===== src/rtl/iob_cache_be_arbiter.sv =====
// Back-end IOb arbiter: WTB write drain has priority over line refill; IOB_CACHE_BE_ARB_PERF_EN adds stall counters.
// Latency: 3 cycles per write, 2 per refill word at zero wait; stalls on be_ready_i/be_rvalid_i, refill is atomic.
module iob_cache_be_arbiter #(
    parameter int FE_ADDR_W     = 24,
    parameter int FE_DATA_W     = 32,
    parameter int BE_ADDR_W     = 24,
    parameter int WORD_OFFSET_W = 3,
    localparam int NBYTES       = FE_DATA_W / 8
) (
    input  logic                                 clk_i,
    input  logic                                 arst_i,
    input  logic                                 wtb_empty_i,
    input  logic [FE_ADDR_W+FE_DATA_W+NBYTES-1:0] wtb_data_i,
    output logic                                 wtb_read_o,
    input  logic                                 refill_req_i,
    input  logic [BE_ADDR_W-1:0]                 refill_addr_i,
    output logic                                 refill_valid_o,
    output logic [WORD_OFFSET_W-1:0]             refill_word_o,
    output logic [FE_DATA_W-1:0]                 refill_data_o,
    output logic                                 refill_done_o,
    output logic                                 be_avalid_o,
    output logic [BE_ADDR_W-1:0]                 be_addr_o,
    output logic [FE_DATA_W-1:0]                 be_wdata_o,
    output logic [NBYTES-1:0]                    be_wstrb_o,
    input  logic                                 be_ready_i,
    input  logic                                 be_rvalid_i,
    input  logic [FE_DATA_W-1:0]                 be_rdata_i,
    output logic                                 busy_o
`ifdef IOB_CACHE_BE_ARB_PERF_EN
    ,
    input  logic                                 cnt_clr_i,
    output logic [31:0]                          wr_stall_cnt_o,
    output logic [31:0]                          rd_stall_cnt_o
`endif
);

    localparam int BOFF_W = $clog2(NBYTES);
    localparam int WTB_W  = FE_ADDR_W + FE_DATA_W + NBYTES;
    localparam logic [WORD_OFFSET_W-1:0] CNT_MAX = '1;

    typedef enum logic [2:0] {IDLE, WR_POP, WR_LOAD, WR_REQ, RD_REQ, RD_WAIT} state_t;

    state_t                   state_q, state_d;
    logic [WORD_OFFSET_W-1:0] cnt_q, cnt_d;
    logic                     wtb_read_q, wtb_read_d;
    logic                     avalid_q, avalid_d;
    logic [BE_ADDR_W-1:0]     addr_q, addr_d;
    logic [FE_DATA_W-1:0]     wdata_q, wdata_d;
    logic [NBYTES-1:0]        wstrb_q, wstrb_d;
    logic                     busy_q, busy_d;
    logic                     done_q, done_d;
    logic                     rd_beat;
    logic                     rd_last;

    always_comb begin
        rd_beat  = (state_q == RD_WAIT) && be_rvalid_i;
        rd_last  = rd_beat && (cnt_q == CNT_MAX);
        state_d  = state_q;
        cnt_d    = cnt_q;
        addr_d   = addr_q;
        wdata_d  = wdata_q;
        wstrb_d  = wstrb_q;
        case (state_q)
            IDLE: begin
                // done_q masks a request still held high in the cycle after refill_done_o
                if (!wtb_empty_i) begin
                    state_d = WR_POP;
                end else if (refill_req_i && !done_q) begin
                    state_d = RD_REQ;
                    cnt_d   = '0;
                    addr_d  = refill_addr_i;
                    wdata_d = '0;
                    wstrb_d = '0;
                end
            end
            WR_POP:  state_d = WR_LOAD;
            WR_LOAD: begin
                state_d = WR_REQ;
                addr_d  = BE_ADDR_W'(wtb_data_i[WTB_W-1 -: FE_ADDR_W]);
                wdata_d = wtb_data_i[NBYTES +: FE_DATA_W];
                wstrb_d = wtb_data_i[NBYTES-1:0];
            end
            WR_REQ: begin
                if (be_ready_i) state_d = IDLE;
            end
            RD_REQ: begin
                if (be_ready_i) state_d = RD_WAIT;
            end
            RD_WAIT: begin
                if (rd_beat) begin
                    cnt_d = cnt_q + WORD_OFFSET_W'(1);
                    if (rd_last) begin
                        state_d = IDLE;
                    end else begin
                        state_d = RD_REQ;
                        addr_d  = refill_addr_i
                                + (BE_ADDR_W'(cnt_q + WORD_OFFSET_W'(1)) << BOFF_W);
                    end
                end
            end
            default: state_d = IDLE;
        endcase
        wtb_read_d = (state_d == WR_POP);
        avalid_d   = (state_d == WR_REQ) || (state_d == RD_REQ);
        busy_d     = (state_d != IDLE);
        done_d     = rd_last;
    end

    always_ff @(posedge clk_i or posedge arst_i) begin
        if (arst_i) begin
            state_q    <= IDLE;
            cnt_q      <= '0;
            wtb_read_q <= 1'b0;
            avalid_q   <= 1'b0;
            addr_q     <= '0;
            wdata_q    <= '0;
            wstrb_q    <= '0;
            busy_q     <= 1'b0;
            done_q     <= 1'b0;
        end else begin
            state_q    <= state_d;
            cnt_q      <= cnt_d;
            wtb_read_q <= wtb_read_d;
            avalid_q   <= avalid_d;
            addr_q     <= addr_d;
            wdata_q    <= wdata_d;
            wstrb_q    <= wstrb_d;
            busy_q     <= busy_d;
            done_q     <= done_d;
        end
    end

    assign wtb_read_o  = wtb_read_q;
    assign be_avalid_o = avalid_q;
    assign be_addr_o   = addr_q;
    assign be_wdata_o  = wdata_q;
    assign be_wstrb_o  = wstrb_q;
    assign busy_o      = busy_q;

    // Refill response is forwarded in the same cycle as be_rvalid_i, zeroed otherwise.
    assign refill_valid_o = rd_beat;
    assign refill_done_o  = rd_last;
    assign refill_word_o  = rd_beat ? cnt_q : '0;
    assign refill_data_o  = rd_beat ? be_rdata_i : '0;

`ifdef IOB_CACHE_BE_ARB_PERF_EN
    logic [31:0] wr_stall_q, wr_stall_d;
    logic [31:0] rd_stall_q, rd_stall_d;
    logic        wr_stall_inc;
    logic        rd_stall_inc;

    always_comb begin
        wr_stall_inc = refill_req_i && ((state_q inside {WR_POP, WR_LOAD, WR_REQ})
                                        || ((state_q == IDLE) && !wtb_empty_i));
        rd_stall_inc = (state_q == RD_WAIT) && !be_rvalid_i;
        wr_stall_d   = wr_stall_q;
        rd_stall_d   = rd_stall_q;
        if (cnt_clr_i) begin
            wr_stall_d = '0;
            rd_stall_d = '0;
        end else begin
            if (wr_stall_inc && (wr_stall_q != '1)) wr_stall_d = wr_stall_q + 32'd1;
            if (rd_stall_inc && (rd_stall_q != '1)) rd_stall_d = rd_stall_q + 32'd1;
        end
    end

    always_ff @(posedge clk_i or posedge arst_i) begin
        if (arst_i) begin
            wr_stall_q <= '0;
            rd_stall_q <= '0;
        end else begin
            wr_stall_q <= wr_stall_d;
            rd_stall_q <= rd_stall_d;
        end
    end

    assign wr_stall_cnt_o = wr_stall_q;
    assign rd_stall_cnt_o = rd_stall_q;
`endif

endmodule


===== config.mk =====
export PLATFORM = sky130hd
export DESIGN_NAME = iob_cache_be_arbiter
export DESIGN_NICKNAME = d
export VERILOG_FILES = /design/src/rtl/iob_cache_be_arbiter.sv
export SDC_FILE = /design/constraint.sdc
export NUM_CORES = 1
export LEC_CHECK = 0
export CAP_MARGIN = 20
export CORE_UTILIZATION = 38
export DETAILED_ROUTE_END_ITERATION = 10
export PLACE_DENSITY = 0.76
export SLEW_MARGIN = 5
export SYNTH_ARGS = -nofsm -noshare
export SYNTH_HDL_FRONTEND = slang
export SYNTH_SLANG_ARGS = --single-unit
export TNS_END_PERCENT = 100

===== constraint.sdc =====
create_clock -name clk_i -period 2.6 [get_ports clk_i]
set_input_delay 0.52 -clock clk_i [delete_from_list [all_inputs] [get_ports clk_i]]
set_output_delay 0.52 -clock clk_i [all_outputs]
set_load 0.02 [all_outputs]

==> results.sh, run 1 <==
export IMPL_synth_top_area_share_pct=45.8
export IMPL_layout_setup_ws_ns=0.0697
export IMPL_rsz0062_at_grt="no"
export IMPL_die_x_um=102
export IMPL_dieHeight_um=102
export IMPL_final_layout_size_suffix_gt1_share_pct=10.5
export IMPL_crit_family="buffers and inverters"
export IMPL_cts_sinks=70
export IMPL_synth_seq_cells=70
export IMPL_synthesis_area_um2=3820
export IMPL_synth_avg_cell_area_um2=9.63
export IMPL_required_ns=2.08
export IMPL_grt_remaining_overflow=0
export IMPL_final_cell_area_um2=6590
export IMPL_crit_path_top_delay_cell="clkdlybuf4s50_1"
export IMPL_crit_path_frequent_cell="clkdlybuf4s50_1"
export IMPL_setup_viol=0
export IMPL_clockBufferDepth=2
export IMPL_timing_critical_path_buf_inv=3
export IMPL_cp_max_fo=13
export IMPL_fin_setup_tns_ns=0
export IMPL_max_slew_margin_pct=56.4
export IMPL_cp_slowest_stage_delay_ns=0.60
export IMPL_synth_edf_count=0
export IMPL_dp_cells=752
export IMPL_vias=4186
export IMPL_p_per_area_nw_per_um2=996
export IMPL_final_cells=769
export IMPL_hold_violations=0
export IMPL_ant_nets=0
export IMPL_crit_path_cell_trace="clkdlybuf4s50_1 -> buf_4 -> and3_1 -> clkdlybuf4s50_1"
export IMPL_fin_nets=760
export IMPL_post_place_ws_ns=-0.246
export IMPL_seq_area_um2=1750
export IMPL_synth_ff_type="dfrtp_1"
export IMPL_netlist_instances=397
export IMPL_grt_use_total_pct=24.7
export IMPL_hp_class="reg2reg"
export IMPL_cts_tree="yes"
export IMPL_portBuffers=221
export IMPL_grt_max_degree=60
export IMPL_multi_input_area_um2=1920
export IMPL_hpwlAfterDp_um=9750
export IMPL_status="complete, no violations"
export IMPL_synth_nets=526
export IMPL_ir_drop_v=0.000538
export IMPL_area_growth_pct=72.4
export IMPL_yosysMostFrequentCell="dfrtp_1"
export IMPL_root_buffer="clkbuf_8"
export IMPL_antenna_found_initial=0
export IMPL_insertion_delay_ns=0.35
export IMPL_gp_congestion=0.829
export IMPL_routed_wl_um=13100
export IMPL_fmax_mhz=395
export IMPL_dpl_cell_area_um2=6350
export IMPL_cp_end_kind="primary output"
export IMPL_synth_warnings=0
export IMPL_cts_made_buffers=9
export IMPL_cp_start_kind="primary input"
export IMPL_finalCritPeriodShare_pct=97.3
export IMPL_seq_area_frac_synth_pct=45.8
export IMPL_num_fill_cells=806
export IMPL_h_tree_depth=3
export IMPL_synth_area_leaders="dfrtp_1 46%, a22o_1 8.7%, and3_1 6.7%"
export IMPL_arrival_ns=2.01
export IMPL_grt_pass1_vias=4138
export IMPL_design_core_area_um2=9770
export IMPL_drv_cap=0
export IMPL_worstSetupPathType="in2out"
export IMPL_drt_iter0_drc=143
export IMPL_start_util_pct=39.1
export IMPL_dr_pass1_iters=4
export IMPL_drt_vias_per_instance=5.44
export IMPL_tightestPinTransition_ns=0.654
export IMPL_synthArstFlopShare_pct=100
export IMPL_row_count=36
export IMPL_dieArea_um2=10500
export IMPL_fin_util_pct=67.4
export IMPL_ys_top_cells_by_count="70 x dfrtp_1, 41 x and3_1, 38 x a22o_1"
export IMPL_final_max_slew_viol_count=0
export IMPL_clk_pin_slew_ns=0.08
export IMPL_wl_per_cell_um=17.0
export IMPL_synthDistinctLibCells=59
export IMPL_skew_ns=0.0108
export IMPL_finalCriticalPeriod_ns=2.53
export IMPL_ioPinCount=222
export IMPL_grt_pass1_wl_um=19800
export IMPL_yosysTopAreaCell="dfrtp_1"
export IMPL_num_antenna_cells=0
export IMPL_power_leakage_nw=3.06
export IMPL_route_detailed_drc=0
-- through the flow --
step | hold slack [ns] | total power (W)
2_1_floorplan | 0.498 | 0.00396
3_3_place_gp | 0.482 | 0.00557
3_5_place_dp | 0.480 | 0.00567
4_1_cts | 0.506 | 0.00660
5_1_grt | 0.520 | 0.00698
6_report | 0.503 | 0.00656
-- layout make-up --
class | instances | share of cell area (%)
clock inverter | 6 | 1.06
clock buffer | 10 | 1.94
inverter | 8 | 0.456
timing repair buffer | 253 | 38.2
multi-input combinational | 289 | 29.2
tap | 133 | 2.53
sequential | 70 | 26.6
-- where the power goes --
group | total [W] | internal, W | leakage (nW) | switching (W)
Sequential | 0.00188 | 0.00160 | 0.843 | 0.000279
Combinational | 0.00379 | 0.00180 | 2.11 | 0.00199
Clock | 0.000898 | 0.000452 | 0.101 | 0.000446
Total | 0.00656 | 0.00385 | 3.06 | 0.00271
-- metal layers --
| metal | wire length [um] | track usage, % | vias up |
|---|---|---|---|
| met5 | 0 | 0 | - |
| met4 | 277 | 10.3 | 0 |
| met3 | 983 | 6.09 | 22 |
| met2 | 6640 | 43.7 | 193 |
| met1 | 5200 | 28.5 | 2007 |
| li1 | - | - | 1964 |
-- flip-flops by register name, indices dropped and copies added, names as in the netlist --
signal,flops
state_q,3
busy_o,1
be_wdata_o,32
be_avalid_o,1
be_wstrb_o,4
done_q,1
be_addr_o,24
cnt_q,3
wtb_read_o,1
-- final timing paths --
path / from / endpoint / slack [ns] / depth (start not counted)
worst max-delay path: be_rvalid_i / refill_data_o[16] / 0.07 / 4
worst min-delay path: be_wdata_o[8]$_DFFE_PP0P_ / be_wdata_o[8]$_DFFE_PP0P_ / 0.50 / 1
worst max register to register: cnt_q[0]$_DFFE_PP0P_ / be_addr_o[14]$_DFFE_PP0P_ / 0.11 / 9
worst min register to register: be_wdata_o[8]$_DFFE_PP0P_ / be_wdata_o[8]$_DFFE_PP0P_ / 0.50 / 1
max in group asynchronous: arst_i / state_q[0]$_DFF_PP0_ / 1.81 / 3
min in group asynchronous: arst_i / be_wdata_o[2]$_DFFE_PP0P_ / 0.54 / 3
-- placed cells by master, fill, tap and decap left out, types with 3 or more instances in the layout --
cell / n
a21o_1: 5
a21oi_1: 14
a22o_1: 38
a22oi_1: 9
a31oi_1: 20
and3_1: 41
buf_12: 4
buf_4: 28
clkbuf_8: 9
clkdlybuf4s50_1: 205
dfrtp_1: 70
dlygate4sd2_1: 6
dlymetal6s2s_1: 10
ha_1: 5
inv_1: 7
nand2_1: 34
nand3_1: 7
nand4_1: 3
nor2_1: 32
nor3_1: 8
nor4_1: 5
o21ai_0: 14
o22ai_1: 4
-- repair_timing --
item / CTS / global route
hold endpoints to repair: 0 / 0
hold buffers: 0 / 0
setup endpoints to repair: 37 / 33
gates resized for setup: 7 / 13
gates cloned: 0 / 1
setup buffers: 0 / 0
-- logic make-up after synthesis --
family	synth area share [%]
multiplexers	0.851
XOR/XNOR	0.688
flip-flops	45.8
buffers and inverters	4.91
adder cells (fa/ha/maj)	2.49
AO/OA/AOI/OAI	24.2
AND/OR/NAND/NOR	21.1
No activity file was read; power rests on OpenSTA's default activity.
==> run 2: changes to the inputs <==
--- a/config.mk
+++ b/config.mk
@@ -8,6 +8,7 @@
 export CAP_MARGIN = 20
 export CORE_UTILIZATION = 38
 export DETAILED_ROUTE_END_ITERATION = 10
+export GPL_ROUTABILITY_DRIVEN = 0
 export PLACE_DENSITY = 0.76
 export SLEW_MARGIN = 5
 export SYNTH_ARGS = -nofsm -noshare
==> results of run 2 <==
The final DEF is identical to that of run 1; final timing and power are the same.
==> run 3: changes to the inputs <==
--- a/config.mk
+++ b/config.mk
@@ -9,6 +9,7 @@
 export CORE_UTILIZATION = 38
 export DETAILED_ROUTE_END_ITERATION = 10
 export GPL_ROUTABILITY_DRIVEN = 0
+export GPL_TIMING_DRIVEN = 0
 export PLACE_DENSITY = 0.76
 export SLEW_MARGIN = 5
 export SYNTH_ARGS = -nofsm -noshare
==> results.sh, run 3 (synthesis results as in run 1) <==
export IMPL_status="complete, no violations"
export IMPL_crit_path_top_delay_cell="dfrtp_1"
export IMPL_timing_critical_path_buf_inv=0
export IMPL_vias=4226
export IMPL_ioPinCount=222
export IMPL_crit_family="adder cells"
export IMPL_dp_cells=752
export IMPL_start_util_pct=39.1
export IMPL_endpoint="be_addr_o[21]$_DFFE_PP0P_"
export IMPL_area_growth_pct=69.1
export IMPL_fmax_mhz=397
export IMPL_grt_max_degree=45
export IMPL_drt_vias_per_instance=5.49
export IMPL_insertion_delay_ns=0.36
export IMPL_crit_reg2reg_launch="cnt_q[0]$_DFFE_PP0P_"
export IMPL_crit_path_frequent_cell="ha_1"
export IMPL_setup_viol=0
export IMPL_ant_nets=0
export IMPL_layout_setup_ws_ns=0.0786
export IMPL_grt_pass1_wl_um=20800
export IMPL_cts_made_buffers=9
export IMPL_required_ns=2.85
export IMPL_r2r_end="be_addr_o[21]$_DFFE_PP0P_"
export IMPL_hp_class="reg2reg"
export IMPL_cp_start_kind="flip-flop"
export IMPL_clockBufferDepth=2
export IMPL_layout_common_cells="184 x clkdlybuf4s50_1, 69 x dfrtp_1, 41 x and3_1"
export IMPL_cp_slowest_stage_delay_ns=0.42
export IMPL_grt_pass1_vias=4195
export IMPL_portBuffers=221
export IMPL_design_core_area_um2=9770
export IMPL_power_leakage_nw=2.95
export IMPL_dr_pass1_iters=4
export IMPL_grt_use_total_pct=26.3
export IMPL_reg2reg_depth=8
export IMPL_antenna_found_initial=0
export IMPL_clk_pin_slew_ns=0.09
export IMPL_final_max_slew_viol_count=0
export IMPL_crit_cells=8
export IMPL_largest_register_ffs=32
export IMPL_hpwlAfterDp_um=10500
export IMPL_wl_per_cell_um=17.9
export IMPL_finalCriticalPeriod_ns=2.52
export IMPL_hold_violations=0
export IMPL_final_cells=770
export IMPL_hold_depth=1
export IMPL_num_antenna_cells=0
export IMPL_dieArea_um2=10500
export IMPL_grt_remaining_overflow=0
export IMPL_cp_max_fo=6
export IMPL_drv_cap=0
export IMPL_row_count=36
export IMPL_critPathLaunch="cnt_q[0]$_DFFE_PP0P_"
export IMPL_h_tree_depth=3
export IMPL_cp_end_kind="flip-flop"
export IMPL_post_place_ws_ns=-0.498
export IMPL_fin_nets=761
export IMPL_root_buffer="clkbuf_8"
export IMPL_crit_path_cell_trace="ha_1 -> ha_1 -> ha_4 -> nand3_1 -> a2bb2oi_4 -> or2_4 -> and3_1 -> o32a_1"
export IMPL_cts_tree="yes"
export IMPL_drt_iter0_drc=160
export IMPL_finalCritPeriodShare_pct=97.0
export IMPL_p_per_area_nw_per_um2=1040
export IMPL_arrival_ns=2.77
export IMPL_max_slew_margin_pct=52.8
export IMPL_dieHeight_um=102
export IMPL_skew_ns=0.0114
export IMPL_worstSetupPathType="reg2reg"
export IMPL_die_x_um=102
export IMPL_fin_util_pct=66.1
export IMPL_ir_drop_v=0.000443
export IMPL_tightestPinTransition_ns=0.708
export IMPL_fin_setup_tns_ns=0
export IMPL_route_detailed_drc=0
export IMPL_rsz0062_at_grt="yes"
export IMPL_routed_wl_um=13700
export IMPL_final_layout_size_suffix_gt1_share_pct=12.6
export IMPL_regToRegSetupSlack_ns=0.08
export IMPL_mostFrequentLayoutCell="clkdlybuf4s50_1"
export IMPL_cts_sinks=70
export IMPL_holdBufCountCts=0
==> run 3: cell count changes in the layout (fill, tap and decap cells not counted), moves of 4 or more <==
cell,previous run,this run
dlymetal6s2s_1,10,2
dlygate4sd2_1,6,15
clkbuf_2,0,11
clkbuf_1,1,12
clkdlybuf4s50_1,205,184
buf_12,4,0
clkbuf_8,9,13
clkdlybuf4s15_2,0,5
buf_4,28,3
buf_2,0,12
==> run 3: how the worst min path moves through the flow <==
| stage | end | from | slack (ns) |
|---|---|---|---|
| final | be_wdata_o[25]$_DFFE_PP0P_ | be_wdata_o[25]$_DFFE_PP0P_ | 0.50 |
| after global routing | be_wdata_o[14]$_DFFE_PP0P_ | be_wdata_o[14]$_DFFE_PP0P_ | 0.51 |
| after CTS | be_wdata_o[25]$_DFFE_PP0P_ | be_wdata_o[25]$_DFFE_PP0P_ | 0.51 |
| after detailed placement | be_wdata_o[20]$_DFFE_PP0P_ | be_wdata_o[20]$_DFFE_PP0P_ | 0.48 |
| after global placement | be_wdata_o[9]$_DFFE_PP0P_ | be_wdata_o[9]$_DFFE_PP0P_ | 0.48 |
| after floorplan | cnt_q[1]$_DFFE_PP0P_ | cnt_q[1]$_DFFE_PP0P_ | 0.50 |
==> run 3: stage by stage <==
| stage | total power, W | cell area [um^2] | hold slack [ns] |
|---|---|---|---|
| 2_1_floorplan | 0.00396 | 3820 | 0.498 |
| 3_3_place_gp | 0.00557 | 6200 | 0.485 |
| 3_5_place_dp | 0.00565 | 6230 | 0.481 |
| 4_1_cts | 0.00671 | 6490 | 0.507 |
| 5_1_grt | 0.00710 | 6460 | 0.513 |
| 6_report | 0.00672 | 6460 | 0.499 |
==> run 3: repair_timing <==
action                     in CTS  in global routing
setup endpoints to repair      38                 31
buffers inserted                1                  1
pin swaps                       0                  1
gates resized for setup        86                 28
==> run 3: metal layers <==
metal | track usage [%] | routed length, um
met5 | 0 | 0
met4 | 12.6 | 301
met3 | 5.54 | 1260
met2 | 45.7 | 6850
met1 | 31.0 | 5330
==> run 3: final cells by class <==
type                    instances  area [um^2]
repair buffers                224         2170
fillers                       819         3310
multi-input cells             288         1920
well taps                     133          166
inverters                       8         32.5
clock inverters                 7          104
clock buffers                   9          124
plain buffers                  31          193
flip-flops and latches         70         1750
==> run 3: where the power goes <==
part           switching, W  total [W]  leakage [nW]  internal [W]
Clock              0.000469    0.00102         0.115      0.000555
Combinational       0.00204    0.00380          2.00       0.00176
Sequential         0.000287    0.00189         0.843       0.00160
